[src/rtl/keypad_pkg.sv]
// Shared types and helpers for the matrix-keypad scanner and its keycode FIFO.
package keypad_pkg;

  typedef enum logic [1:0] {
    SCAN       = 2'd0,
    DB_PRESS   = 2'd1,
    HELD       = 2'd2,
    DB_RELEASE = 2'd3
  } scan_state_t;

  function automatic int kw(input int rows, input int cols);
    return (rows * cols > 1) ? $clog2(rows * cols) : 1;
  endfunction

  localparam int KW_DEFAULT = kw(4, 4);
  typedef logic [KW_DEFAULT-1:0] keycode_t;

endpackage

[src/rtl/key_fifo.sv]
// Show-ahead keycode FIFO: registered head/valid, valid/ready pop, overflow pulse on a
// push that finds the FIFO full with no simultaneous pop.
module key_fifo #(
  parameter int DEPTH = 4,
  parameter int WIDTH = 4
) (
  input  logic             clk,
  input  logic             rstn,
  input  logic             push,
  input  logic [WIDTH-1:0] push_data,
  input  logic             pop_ready,
  output logic [WIDTH-1:0] head,
  output logic             valid,
  output logic             overflow
);
  localparam int AW = $clog2(DEPTH);
  localparam int CW = AW + 1;
  localparam logic [CW-1:0] FULL_CNT = CW'(DEPTH);

  logic [WIDTH-1:0] mem_r [DEPTH];
  logic [AW-1:0]    wr_ptr_r, rd_ptr_r, rd_next_s;
  logic [CW-1:0]    count_r, count_after_pop_s, count_next_s;
  logic [WIDTH-1:0] head_r, head_next_s;
  logic             valid_r, overflow_r, full_s, do_pop_s, do_push_s;

  // Next-state of pointers, occupancy and the show-ahead head value.
  always_comb begin
    full_s            = (count_r == FULL_CNT);
    do_pop_s          = valid_r && pop_ready;
    do_push_s         = push && (!full_s || do_pop_s);
    rd_next_s         = do_pop_s ? rd_ptr_r + AW'(1) : rd_ptr_r;
    count_after_pop_s = do_pop_s ? count_r - CW'(1) : count_r;
    count_next_s      = do_push_s ? count_after_pop_s + CW'(1) : count_after_pop_s;
    // A push into an otherwise empty FIFO bypasses storage onto the head register.
    if (count_next_s == '0) begin
      head_next_s = '0;
    end else if (count_after_pop_s == '0) begin
      head_next_s = push_data;
    end else begin
      head_next_s = mem_r[rd_next_s];
    end
  end

  // Storage, pointers and registered outputs.
  always_ff @(posedge clk or negedge rstn) begin
    if (!rstn) begin
      for (int i = 0; i < DEPTH; i++) mem_r[i] <= '0;
      wr_ptr_r   <= '0;
      rd_ptr_r   <= '0;
      count_r    <= '0;
      head_r     <= '0;
      valid_r    <= 1'b0;
      overflow_r <= 1'b0;
    end else begin
      if (do_push_s) begin
        mem_r[wr_ptr_r] <= push_data;
        wr_ptr_r        <= wr_ptr_r + AW'(1);
      end
      rd_ptr_r   <= rd_next_s;
      count_r    <= count_next_s;
      head_r     <= head_next_s;
      valid_r    <= (count_next_s != '0);
      overflow_r <= push && full_s && !do_pop_s;
    end
  end

  assign head     = head_r;
  assign valid    = valid_r;
  assign overflow = overflow_r;

endmodule

[src/rtl/keypad_scan_fifo.sv]
// ROWS x COLS keypad scanner with debounced press/release FSM feeding a keycode FIFO.
// Optional auto-repeat while a key is held: define KEYPAD_REPEAT_EN.
module keypad_scan_fifo
  import keypad_pkg::*;
#(
  parameter int ROWS          = 4,
  parameter int COLS          = 4,
  parameter int SCAN_DIV      = 480,
  parameter int DB_CYCLES     = 600,
  parameter int FIFO_DEPTH    = 4,
  parameter int REPEAT_DELAY  = 3000000,
  parameter int REPEAT_PERIOD = 600000,
  localparam int KW = kw(ROWS, COLS)
) (
  input  logic            clk,
  input  logic            rstn,
  input  logic [COLS-1:0] col_i,
  output logic [ROWS-1:0] row_o,
  output logic [KW-1:0]   key_o,
  output logic            key_valid_o,
  input  logic            key_ready_i,
  output logic            held_o,
  output logic            overflow_o
);
  localparam int RW   = $clog2(ROWS);
  localparam int CIW  = (COLS > 1) ? $clog2(COLS) : 1;
  localparam int ONW  = $clog2(COLS + 1);
  localparam int DIVW = $clog2(SCAN_DIV);
  localparam int DBW  = $clog2(DB_CYCLES + 1);

  logic [1:0]      rst_sync_r;
  logic            rst_int_s;
  logic [COLS-1:0] col_meta_r, col_sync_r;
  scan_state_t     state_r;
  logic [ROWS-1:0] row_r;
  logic [RW-1:0]   row_idx_r, row_nxt_s;
  logic [CIW-1:0]  col_idx_r, hit_col_s;
  logic [ONW-1:0]  ones_s;
  logic            one_hot_s, col_on_s;
  logic [DIVW-1:0] div_r;
  logic [DBW-1:0]  db_cnt_r;
  logic            held_r, push_r;
  logic [KW-1:0]   push_code_r, code_s;

`ifdef KEYPAD_REPEAT_EN
  localparam int RPW = $clog2(((REPEAT_DELAY > REPEAT_PERIOD) ? REPEAT_DELAY : REPEAT_PERIOD) + 1);
  localparam logic [RPW-1:0] REP_FIRST = RPW'(REPEAT_DELAY - 1);
  localparam logic [RPW-1:0] REP_NEXT  = RPW'(REPEAT_PERIOD - 1);
  logic [RPW-1:0] rep_cnt_r;
  logic           rep_first_r;
`endif

  // Reset asserts asynchronously and is released two clocks after rstn rises.
  always_ff @(posedge clk or negedge rstn) begin
    if (!rstn) rst_sync_r <= 2'b00;
    else       rst_sync_r <= {rst_sync_r[0], 1'b1};
  end
  assign rst_int_s = rst_sync_r[1];

  // Two-flop synchroniser for the raw column lines.
  always_ff @(posedge clk or negedge rst_int_s) begin
    if (!rst_int_s) begin
      col_meta_r <= '0;
      col_sync_r <= '0;
    end else begin
      col_meta_r <= col_i;
      col_sync_r <= col_meta_r;
    end
  end

  // Column population count, lone-column index, next row and current keycode.
  always_comb begin
    ones_s    = '0;
    hit_col_s = '0;
    for (int c = 0; c < COLS; c++) begin
      ones_s = ones_s + ONW'(col_sync_r[c]);
      if (col_sync_r[c]) hit_col_s = CIW'(c);
      else               hit_col_s = hit_col_s;
    end
    one_hot_s = (ones_s == ONW'(1));
    col_on_s  = col_sync_r[col_idx_r];
    if (row_idx_r == RW'(ROWS - 1)) row_nxt_s = '0;
    else                            row_nxt_s = row_idx_r + RW'(1);
    code_s = KW'(row_idx_r * COLS + col_idx_r);
  end

  // Scan / debounce / hold FSM.
  always_ff @(posedge clk or negedge rst_int_s) begin
    if (!rst_int_s) begin
      state_r     <= SCAN;
      row_r       <= ROWS'(1);
      row_idx_r   <= '0;
      col_idx_r   <= '0;
      div_r       <= '0;
      db_cnt_r    <= '0;
      held_r      <= 1'b0;
      push_r      <= 1'b0;
      push_code_r <= '0;
`ifdef KEYPAD_REPEAT_EN
      rep_cnt_r   <= '0;
      rep_first_r <= 1'b1;
`endif
    end else begin
      push_r <= 1'b0;
      case (state_r)
        SCAN: begin
          if (div_r == DIVW'(SCAN_DIV - 1)) begin
            div_r <= '0;
            // Ghosts and chords (zero or several columns) are skipped.
            if (one_hot_s) begin
              col_idx_r <= hit_col_s;
              db_cnt_r  <= '0;
              state_r   <= DB_PRESS;
            end else begin
              row_idx_r <= row_nxt_s;
              row_r     <= ROWS'(1) << row_nxt_s;
            end
          end else begin
            div_r <= div_r + DIVW'(1);
          end
        end
        DB_PRESS: begin
          if (!col_on_s) begin
            db_cnt_r <= '0;
            state_r  <= SCAN;
          end else if (db_cnt_r == DBW'(DB_CYCLES - 1)) begin
            db_cnt_r    <= '0;
            push_r      <= 1'b1;
            push_code_r <= code_s;
            held_r      <= 1'b1;
            state_r     <= HELD;
`ifdef KEYPAD_REPEAT_EN
            rep_cnt_r   <= '0;
            rep_first_r <= 1'b1;
`endif
          end else begin
            db_cnt_r <= db_cnt_r + DBW'(1);
          end
        end
        HELD: begin
          if (!col_on_s) begin
            db_cnt_r <= '0;
            state_r  <= DB_RELEASE;
          end else begin
`ifdef KEYPAD_REPEAT_EN
            if (rep_cnt_r == (rep_first_r ? REP_FIRST : REP_NEXT)) begin
              rep_cnt_r   <= '0;
              rep_first_r <= 1'b0;
              push_r      <= 1'b1;
              push_code_r <= code_s;
            end else begin
              rep_cnt_r <= rep_cnt_r + RPW'(1);
            end
`else
            state_r <= HELD;
`endif
          end
        end
        DB_RELEASE: begin
          if (col_on_s) begin
            db_cnt_r <= '0;
            state_r  <= HELD;
          end else if (db_cnt_r == DBW'(DB_CYCLES - 1)) begin
            db_cnt_r  <= '0;
            held_r    <= 1'b0;
            div_r     <= '0;
            row_idx_r <= row_nxt_s;
            row_r     <= ROWS'(1) << row_nxt_s;
            state_r   <= SCAN;
          end else begin
            db_cnt_r <= db_cnt_r + DBW'(1);
          end
        end
        default: state_r <= SCAN;
      endcase
    end
  end

  key_fifo #(.DEPTH(FIFO_DEPTH), .WIDTH(KW)) u_fifo (
    .clk       (clk),
    .rstn      (rst_int_s),
    .push      (push_r),
    .push_data (push_code_r),
    .pop_ready (key_ready_i),
    .head      (key_o),
    .valid     (key_valid_o),
    .overflow  (overflow_o)
  );

  assign row_o  = row_r;
  assign held_o = held_r;

endmodule

[config.mk]
export PLATFORM = sky130hd
export DESIGN_NAME = keypad_scan_fifo
export DESIGN_NICKNAME = d
export VERILOG_FILES = /design/src/rtl/keypad_pkg.sv /design/src/rtl/key_fifo.sv /design/src/rtl/keypad_scan_fifo.sv
export SDC_FILE = /design/constraint.sdc
export NUM_CORES = 1
export LEC_CHECK = 0
export CELL_PAD_IN_SITES_DETAIL_PLACEMENT = 2
export CELL_PAD_IN_SITES_GLOBAL_PLACEMENT = 2
export CORE_ASPECT_RATIO = 1.75
export CORE_MARGIN = 2
export CORE_UTILIZATION = 44
export DETAILED_ROUTE_END_ITERATION = 10
export GPL_TIMING_DRIVEN = 0
export PLACE_DENSITY = 0.87
export SETUP_SLACK_MARGIN = 0.02
export SLEW_MARGIN = 15
export SYNTH_ARGS = -nofsm -noshare
export SYNTH_HDL_FRONTEND = slang
export SYNTH_SLANG_ARGS = --single-unit
[constraint.sdc]
create_clock -name clk -period 4.5 [get_ports clk]
set_input_delay 0.9 -clock clk [delete_from_list [all_inputs] [get_ports clk]]
set_output_delay 0.9 -clock clk [all_outputs]
set_load 0.05 [all_outputs]
==> Word level (Yosys, flattened, before mapping) <==
Index checks and enable logic that the tools add are counted.
{ "totals": {"input_bits": 7, "wordCells": 133, "regBits": 74, "out_inout_bits": 11} }
{ "classes": {"muxes": 54, "bitwise": 2, "reduce_logical": 21, "n_lt_le_gt_ge": 4, "add_sub_neg": 11, "n_eq_ne": 18, "n_shift": 1} }
{ "op_table": {"columns": ["op", "count"], "rows": [
  ["$mux W10", 6],
  ["$pmux W10 S4", 1],
  ["$mux W4", 9],
  ["$mux W2", 14],
  ["$mux W9", 3],
  ["$pmux W9 S2", 1],
  ["$bwmux W16", 1],
  ["$ne A2 B2 Y1 const B", 8],
  ["$reduce_and A3 Y1", 4],
  ["$add A10 B1 Y10 const B", 1],
  ["$eq A10 B10 Y1 const B", 1],
  ["$mux W1", 10],
  ["$reduce_and A5 Y1", 2],
  ["$add A9 B1 Y9 const B", 1],
  ["$eq A9 B9 Y1 const B", 1],
  ["$bmux W4 S2", 1],
  ["$demux W4 S2", 1],
  ["$pmux W2 S4", 1],
  ["$pmux W4 S2", 1],
  ["$add A2 B1 Y2 const B", 3],
  ["$eq A2 B2 Y1 const B", 3],
  ["$ge A3 B3 Y1 const B", 2],
  ["$logic_not A3 Y1", 2],
  ["$mux W3", 2],
  ["24 further kinds", 32]
]} }

==> Longest topological paths before layout <==
Gate-level depths: netlist (run 1).
{ "logic_depth": {"ltp_word": 8, "mapped_depth": 11} }

==> Cells and area by module <==
From an unflattened synthesis (run 1), not the netlist that was laid out.
{ "hier_totals": {"cells_unflattened": 332, "area_unflattened_um2": 3766.1} }
{ "modules_own_cells": {"columns": ["mod", "area_each_um2", "instances", "cells_each"], "rows": [
  ["keypad_scan_fifo", 2347.3, 1, 221],
  ["key_fifo", 1418.9, 1, 111]
]} }

==> Worst setup path after synthesis (run 1) <==
No wires, ideal clock.
{ "synth_timing": {"kind": "input to register", "from": "input key_ready_i", "to": "register u_fifo.head_r[2] (netlist: u_fifo.head[2])", "setup_ns": 0.131, "path_buffers": 1, "t_arrival_ns": 2.928, "slack_ns": 1.440, "stages": 10, "t_required_ns": 4.369, "path_cell_list": "and2_1 buf_2 xnor2_1 inv_1 ha_1 xnor2_1 mux2i_1 or4b_2 and2_1 a21boi_0"} }
{ "synth_via": {"elab_chain_len": 8, "word_cells_on_any_way": 15, "classes_between": "add/sub: 1; mux: 8; bitwise: 1; reduce/logical: 5"} }
{ "synth_lines": {"columns": ["item", "line", "rtl"], "rows": [
  ["from (decl)", "keypad_scan_fifo.sv:21", "input logic key_ready_i,"],
  ["$logic_and A1 B1 Y1 *", "key_fifo.sv:29", "do_pop_s = valid_r && pop_ready;"],
  ["parallel branches: the longest is 6 deep, another holds $add A3 B1 Y3", null, null],
  ["$mux W4 *", "key_fifo.sv:35", "if (count_next_s == '0) begin"],
  ["named net u_fifo.head_next_s[2]", "key_fifo.sv:23", "logic [WIDTH-1:0] head_r, head_next_s;"],
  ["to (signal assigned)", "key_fifo.sv:61", "head_r <= head_next_s;"],
  ["to (decl)", "key_fifo.sv:23", null]
]} }
Mark *: on every way through the listed nets, which the timed path passes. The select of a mux whose other input is x is not followed.
A chain may end at the register's enable or synchronous reset.

==> Final worst setup path (run 1) <==
Same ends and word-level chain as after synthesis.

==> results of run 1 <==
## sequential cells by signal (all words and copies together), names as in the netlist, named ones only
register and flops:
u_fifo.overflow 1, u_fifo.count_r 3, push_code_r 4, state_r 1, col_sync_r 4, row_o 4, push_r 1, db_cnt_r 10
row_idx_r 2, u_fifo.head 4, col_idx_r 2, held_o 1, div_r 9, u_fifo.valid 1, u_fifo.rd_ptr_r 2, rst_sync_r 2
u_fifo.mem_r 16, u_fifo.wr_ptr_r 2, col_meta_r 4
## metal layers
| metal | routed length, um | global-route usage, % |
|---|---|---|
| met1 | 3420 | 23.8 |
| met2 | 5740 | 44.6 |
| met3 | 166 | 4.83 |
| met4 | 158 | 7.49 |
| met5 | 0 | 0 |
## layout make-up
class	count	area share, %
multi-input cells	225	40.5
inverters	23	2.01
repair buffers	18	4.60
well taps	92	2.68
flip-flops and latches	74	43.2
clock inverters	4	0.640
clock buffers	11	5.88
plain buffers	6	0.553
## metrics by stage
stage,hold WS [ns],std cells,setup WS (ns),cell area [um^2]
after CTS,0.218,453,0.793,4300
after floorplan,0.331,328,1.44,3700
after global placement,0.331,437,0.660,3990
after global routing,0.224,453,0.632,4300
after detailed placement,0.212,438,0.525,4020
final,0.203,453,0.818,4300
## synth_stat cells (6+ instances only)
library cell  number
a21oi_1           14
dfrtp_1           73
ha_1              17
inv_1             23
mux2_2            31
mux2i_1           17
nand2_1           21
nand3_1           11
nor2_1            18
o21ai_0           20
xnor2_1            6
## power groups by stage
| stage | clock network, mW | registers, mW | logic [mW] |
|---|---|---|---|
| 6_report | 0.673 | 0.676 | 0.0345 |
| 5_1_grt | 0.713 | 0.677 | 0.0390 |
| 4_1_cts | 0.693 | 0.677 | 0.0359 |
| 3_5_place_dp | 0 | 0.689 | 0.0345 |
| 3_3_place_gp | 0 | 0.697 | 0.0191 |
| 2_1_floorplan | 0 | 0.693 | 0.0107 |
## final timing paths
check	start	end	cells after the start
max in group asynchronous	rstn	rst_sync_r[1]	1
worst max-delay path	key_ready_i	u_fifo.head[2]	11
worst min register to register	rst_sync_r[1]	u_fifo.count_r[0]	0
min in group clk	col_meta_r[3]	col_sync_r[3]	0
worst max register to register	u_fifo.valid	u_fifo.head[2]	10
worst min-delay path	rst_sync_r[1]	u_fifo.count_r[0]	0
## kinds of logic after synthesis
| logic type | count (synthesis) | share of synthesized area [%] |
|---|---|---|
| flops | 74 | 50.1 |
| buf+inv | 29 | 2.97 |
| compound gates | 61 | 10.7 |
| other cells | 1 | 0.101 |
| simple gates | 87 | 13.5 |
| fa+ha+maj | 18 | 6.29 |
| xor+xnor | 10 | 2.37 |
| mux | 48 | 14.0 |
## critical path, stage by stage
cell and delay [ns]:
clkdlybuf4s50_1 0.47, and2_1 0.16, buf_2 0.17, xnor2_1 0.43, inv_1 0.11, ha_1 0.27
xnor2_1 0.19, mux2i_1 0.10, or4b_2 0.72, and2_1 0.23, a21boi_0 0.13
==> results.tsv, run 1 <==
stage	metric	value	unit
status	status	completed	
finish	FILL cells	843	
routing	via count	2605	
power	worst vdd ir	0.191	mV
logic_synthesis	Ys Warns	0	
grt	largest net degree at the start of global routing	57	
grt	Total GRT Usage	23.2	%
clocking	CTS tree	done	
die	die span in y	125	um
routing	Avg WL per Cell	20.9	um
die	I/O pin total	18	
logic_synthesis	FFs w/ async S/R, synth	100	%
logic_synthesis	Synth area leaders	dfrtp_1 (49%), mux2_2 (9.4%), ha_1 (5.7%), mux2i_1 (4.6%), o21ai_0 (2.7%)	
finish	Antenna diodes	0	
place	post-detail-place hpwl	6.99	mm
setup_path	reg2reg setup slack	1.42	ns
setup_path	CP max FO	6	
logic_synthesis	post-synth top area cell	dfrtp_1	
grt	initial antenna violation count	0	
timing	Max-slew headroom	27.6	%
power	Leakage	1.92	nW
timing	Final Hold Viols	0	
routing	1st-pass router iterations	4	
logic_synthesis	Synth cell types	51	
finish	most frequent cells in the layout	dfrtp_1 (72), mux2_2 (31), inv_1 (23), nand2_1 (21), o21ai_0 (20)	
clocking	Max Root-Sink Buffers	2	
setup_path	crit path DAT	3.89	ns
timing	final worst-path cycle share	81.8	%
finish	area of the multi-input gates	1740	um^2
clocking	Reg clk slew, reported paths	0.06	ns
finish	layout cells sized above 1	16.9	%
job	max cap viols	0	
timing	Final Setup Violations	0	
power	Clock Power Share	48.6	%
grt	first-pass GRT wire length	16.0	mm
clocking	Post-CTS Hold Buffers	0	
finish	core occupancy in the finished layout	52.1	%
routing	DRC Markers	0	
power	NetSw	0.302	mW
logic_synthesis	syn avg cell area	11.3	um^2
timing	min Tclk post-route	3.68	ns
logic_synthesis	Cell Area, Synth	3700	um^2
logic_synthesis	Synth top area share	49.3	%
routing	post-DR vias/cell	5.75	
grt	total gr overflow	0	
setup_path	Startpoint Class	primary input	
clocking	CTS sink count	74	
logic_synthesis	Post-Syn Nets	353	
finish	commonest non-fill, non-tap cell in the layout	dfrtp_1	
clocking	H-Tree Depth	3	
power	Pwr Total	1.38	mW
setup_path	Worst EP required	4.70	ns
die	width of the chip	73.3	um
logic_synthesis	Synth Flop Type	dfrtp_1	
clocking	Resize count post-CTS	0	
routing	antenna-violating nets left	0	
timing	RSZ-0062 raised after global routing	false	
timing	setup TNS	0	ns
clocking	CTS root buffer	clkbuf_16	
hold_path	Hold WC Path Type	reg -> async	
die	area of the core	8260	um^2
clocking	CTS buffer count	9	
timing	Clock Skews	0.00471	ns
die	Starting Density	44.8	%
clocking	worst skew pair latency	0.34	ns
power	switching share of power	21.8	%
finish	area grow syn2layout	16.1	%
power	Int Pwr	1.08	mW
power	combinational power share	2.5	%
timing	Final Max Tran Viols	0	
timing	worst-margin pin slew	1.08	ns
timing	fmax	272	MHz
place	global placer's final weighted congestion	0.816	
die	std cell rows	44	
setup_path	CP endpoint kind	flop	
place	port bufs	17	
logic_synthesis	Post-synth EDFFs	0	
clocking	Post-CTS Setup Bufs	0	
die	die area	9190	um^2
power	Seq pwr share	48.9	%
logic_synthesis	sequential area share after synthesis	50.1	%
logic_synthesis	Syn Inst Count	328	
power	PwrDens	322	nW/um^2
routing	DR iter-0 viols	68	
finish	register area	1860	um^2
routing	final WL	9.48	mm
finish	NumNets Final	382	
grt	vias in the first global route	3078	
setup_path	WS Path Type	in -> reg	
logic_synthesis	Seq cells post-synth	74	
(Power assumes the default switching activity.)
==> inputs of run 2 (changes only) <==
--- a/config.mk
+++ b/config.mk
@@ -9,10 +9,10 @@
 export CELL_PAD_IN_SITES_GLOBAL_PLACEMENT = 2
 export CORE_ASPECT_RATIO = 1.75
 export CORE_MARGIN = 2
-export CORE_UTILIZATION = 44
+export CORE_UTILIZATION = 41
 export DETAILED_ROUTE_END_ITERATION = 10
 export GPL_TIMING_DRIVEN = 0
-export PLACE_DENSITY = 0.87
+export PLACE_DENSITY = 0.82
 export SETUP_SLACK_MARGIN = 0.02
 export SLEW_MARGIN = 15
 export SYNTH_ARGS = -nofsm -noshare
==> constraint.sdc (replaced) <==
create_clock -name clk -period 3.6 [get_ports clk]
set_input_delay 0.72 -clock clk [delete_from_list [all_inputs] [get_ports clk]]
set_output_delay 0.72 -clock clk [all_outputs]
set_load 0.05 [all_outputs]
==> results.tsv, run 2 (synthesized netlist as in run 1, its figures left out) <==
stage	metric	value	unit
status	status	completed	
timing	final worst-path cycle share	92.8	%
finish	max FFs per register	16	
clocking	CTS sink count	74	
routing	antenna-violating nets left	0	
power	switching share of power	19.2	%
power	PwrDens	453	nW/um^2
place	Setup WS pre-CTS	-0.212	ns
place	global placer's final weighted congestion	0.792	
finish	Most flops, register	u_fifo.mem_r	
timing	worst-margin pin slew	1.09	ns
timing	Final Setup Violations	0	
finish	commonest non-fill, non-tap cell in the layout	dfrtp_1	
timing	RSZ-0062 raised after global routing	false	
power	combinational power share	2.0	%
routing	final WL	10.3	mm
hold_path	Hold WC Path Type	reg -> async	
timing	post-route setup slack	0.261	ns
power	Seq pwr share	42.2	%
clocking	Reg clk slew, reported paths	0.06	ns
clocking	CTS tree	done	
routing	post-DR vias/cell	5.55	
grt	first-pass GRT wire length	17.2	mm
finish	area grow syn2layout	19.5	%
grt	largest net degree at the start of global routing	53	
clocking	H-Tree Depth	3	
grt	initial antenna violation count	0	
setup_path	CP max FO	6	
setup_path	WS Path Type	in -> reg	
grt	vias in the first global route	3225	
grt	total gr overflow	0	
clocking	Max Root-Sink Buffers	2	
finish	Largest regs	u_fifo.mem_r (16), db_cnt_r (10), div_r (9)	
timing	Final Hold Viols	0	
finish	NumNets Final	382	
timing	Max-slew headroom	26.5	%
die	die area	9840	um^2
timing	Clock Skews	0.00622	ns
timing	Final Max Tran Viols	0	
power	worst vdd ir	0.304	mV
setup_path	CP endpoint kind	flop	
routing	Avg WL per Cell	21.6	um
clocking	CTS root buffer	clkbuf_16	
die	width of the chip	75.8	um
die	die span in y	130	um
finish	most frequent cells in the layout	dfrtp_1 (72), mux2_2 (31), inv_1 (23), nand2_1 (21), o21ai_0 (20)	
die	area of the core	8730	um^2
power	Leakage	1.97	nW
setup_path	crit path DAT	3.56	ns
power	Int Pwr	1.62	mW
power	NetSw	0.385	mW
place	post-detail-place hpwl	6.94	mm
timing	WHS	0.233	ns
routing	via count	2659	
finish	Antenna diodes	0	
clocking	worst skew pair latency	0.34	ns
finish	layout cells sized above 1	17.1	%
clocking	Post-CTS Setup Bufs	0	
setup_path	Worst EP required	3.82	ns
die	std cell rows	45	
die	Starting Density	42.4	%
power	Pwr Total	2.00	mW
routing	1st-pass router iterations	4	
clocking	CTS buffer count	9	
power	Clock Power Share	55.8	%
place	port bufs	17	
routing	DRC Markers	0	
die	I/O pin total	18	
timing	min Tclk post-route	3.34	ns
grt	Total GRT Usage	24.0	%
setup_path	Startpoint Class	primary input	
routing	DR iter-0 viols	46	
job	max cap viols	0	
timing	fmax	299	MHz
## run 2: changes by cell type in the layout (fill, tap and decap cells not counted), sizes merged
cell      before  now
clkinvlp       3    0
bufinv         0    4
## run 2: routing by layer
layer	share of wire [%]	global-route usage [%]	wire length, um	vias up
met5	0	0	0	-
li1	-	-	-	1219
met4	2.4	9.80	253	0
met2	61	47.0	6270	31
met3	1.7	3.71	174	16
met1	35	23.6	3650	1393
## run 2: cell type report
cell class                 instances  area [um^2]
clock inverter                     5          125
clock buffer                      11          243
buffer                             6         23.8
tap                              117          146
fill                             898         4300
multi-input combinational        225         1750
sequential                        74         1860
inverter                          23         86.3
timing repair buffer              18          198
## run 2: worst paths after layout
path | startpoint | endpoint | slack (ns) | depth (start not counted)
setup / recovery | key_ready_i | u_fifo.head[2] | 0.26 | 11
hold / removal | rst_sync_r[1] | row_o[1] | 0.23 | 0
setup reg to reg | col_sync_r[0] | db_cnt_r[3] | 0.56 | 11
hold reg to reg | rst_sync_r[1] | row_o[1] | 0.23 | 0
max in group asynchronous | rst_sync_r[1] | u_fifo.mem_r[1] | 2.80 | 1
min in group clk | col_meta_r[3] | col_sync_r[3] | 0.35 | 0
## run 2: per-stage QoR
stage / TNS [ns] / utilization, % / std cells / cell area [um^2]
2_1_floorplan: 0 / - / 328 / 3700
3_3_place_gp: -0.0934 / 46.1 / 462 / 4020
3_5_place_dp: -0.575 / 46.4 / 463 / 4050
4_1_cts: 0 / 50.6 / 479 / 4420
5_1_grt: 0 / 50.7 / 479 / 4430
6_report: 0 / 50.7 / 479 / 4430
## run 2: what timing repair did
action,in CTS,in global routing
setup endpoints to repair,0,1
hold endpoints to repair,0,0
gates resized for setup,0,1
hold buffers,0,0
## run 2: power groups by stage
stage / Combinational, mW / Clock (mW) / Sequential (mW)
3_5_place_dp: 0.0408 / 0 / 0.861
2_1_floorplan: 0.0134 / 0 / 0.866
6_report: 0.0400 / 1.12 / 0.846
4_1_cts: 0.0416 / 1.14 / 0.846
5_1_grt: 0.0449 / 1.17 / 0.847
3_3_place_gp: 0.0233 / 0 / 0.871
## run 2: worst max-delay path, cell delays in order
cell             delay [ns]
clkdlybuf4s50_1        0.47
and2_1                 0.17
buf_2                  0.18
xnor2_2                0.29
inv_1                  0.11
ha_1                   0.27
xnor2_1                0.18
mux2i_1                0.09
or4b_2                 0.72
and2_1                 0.23
a21boi_0               0.12
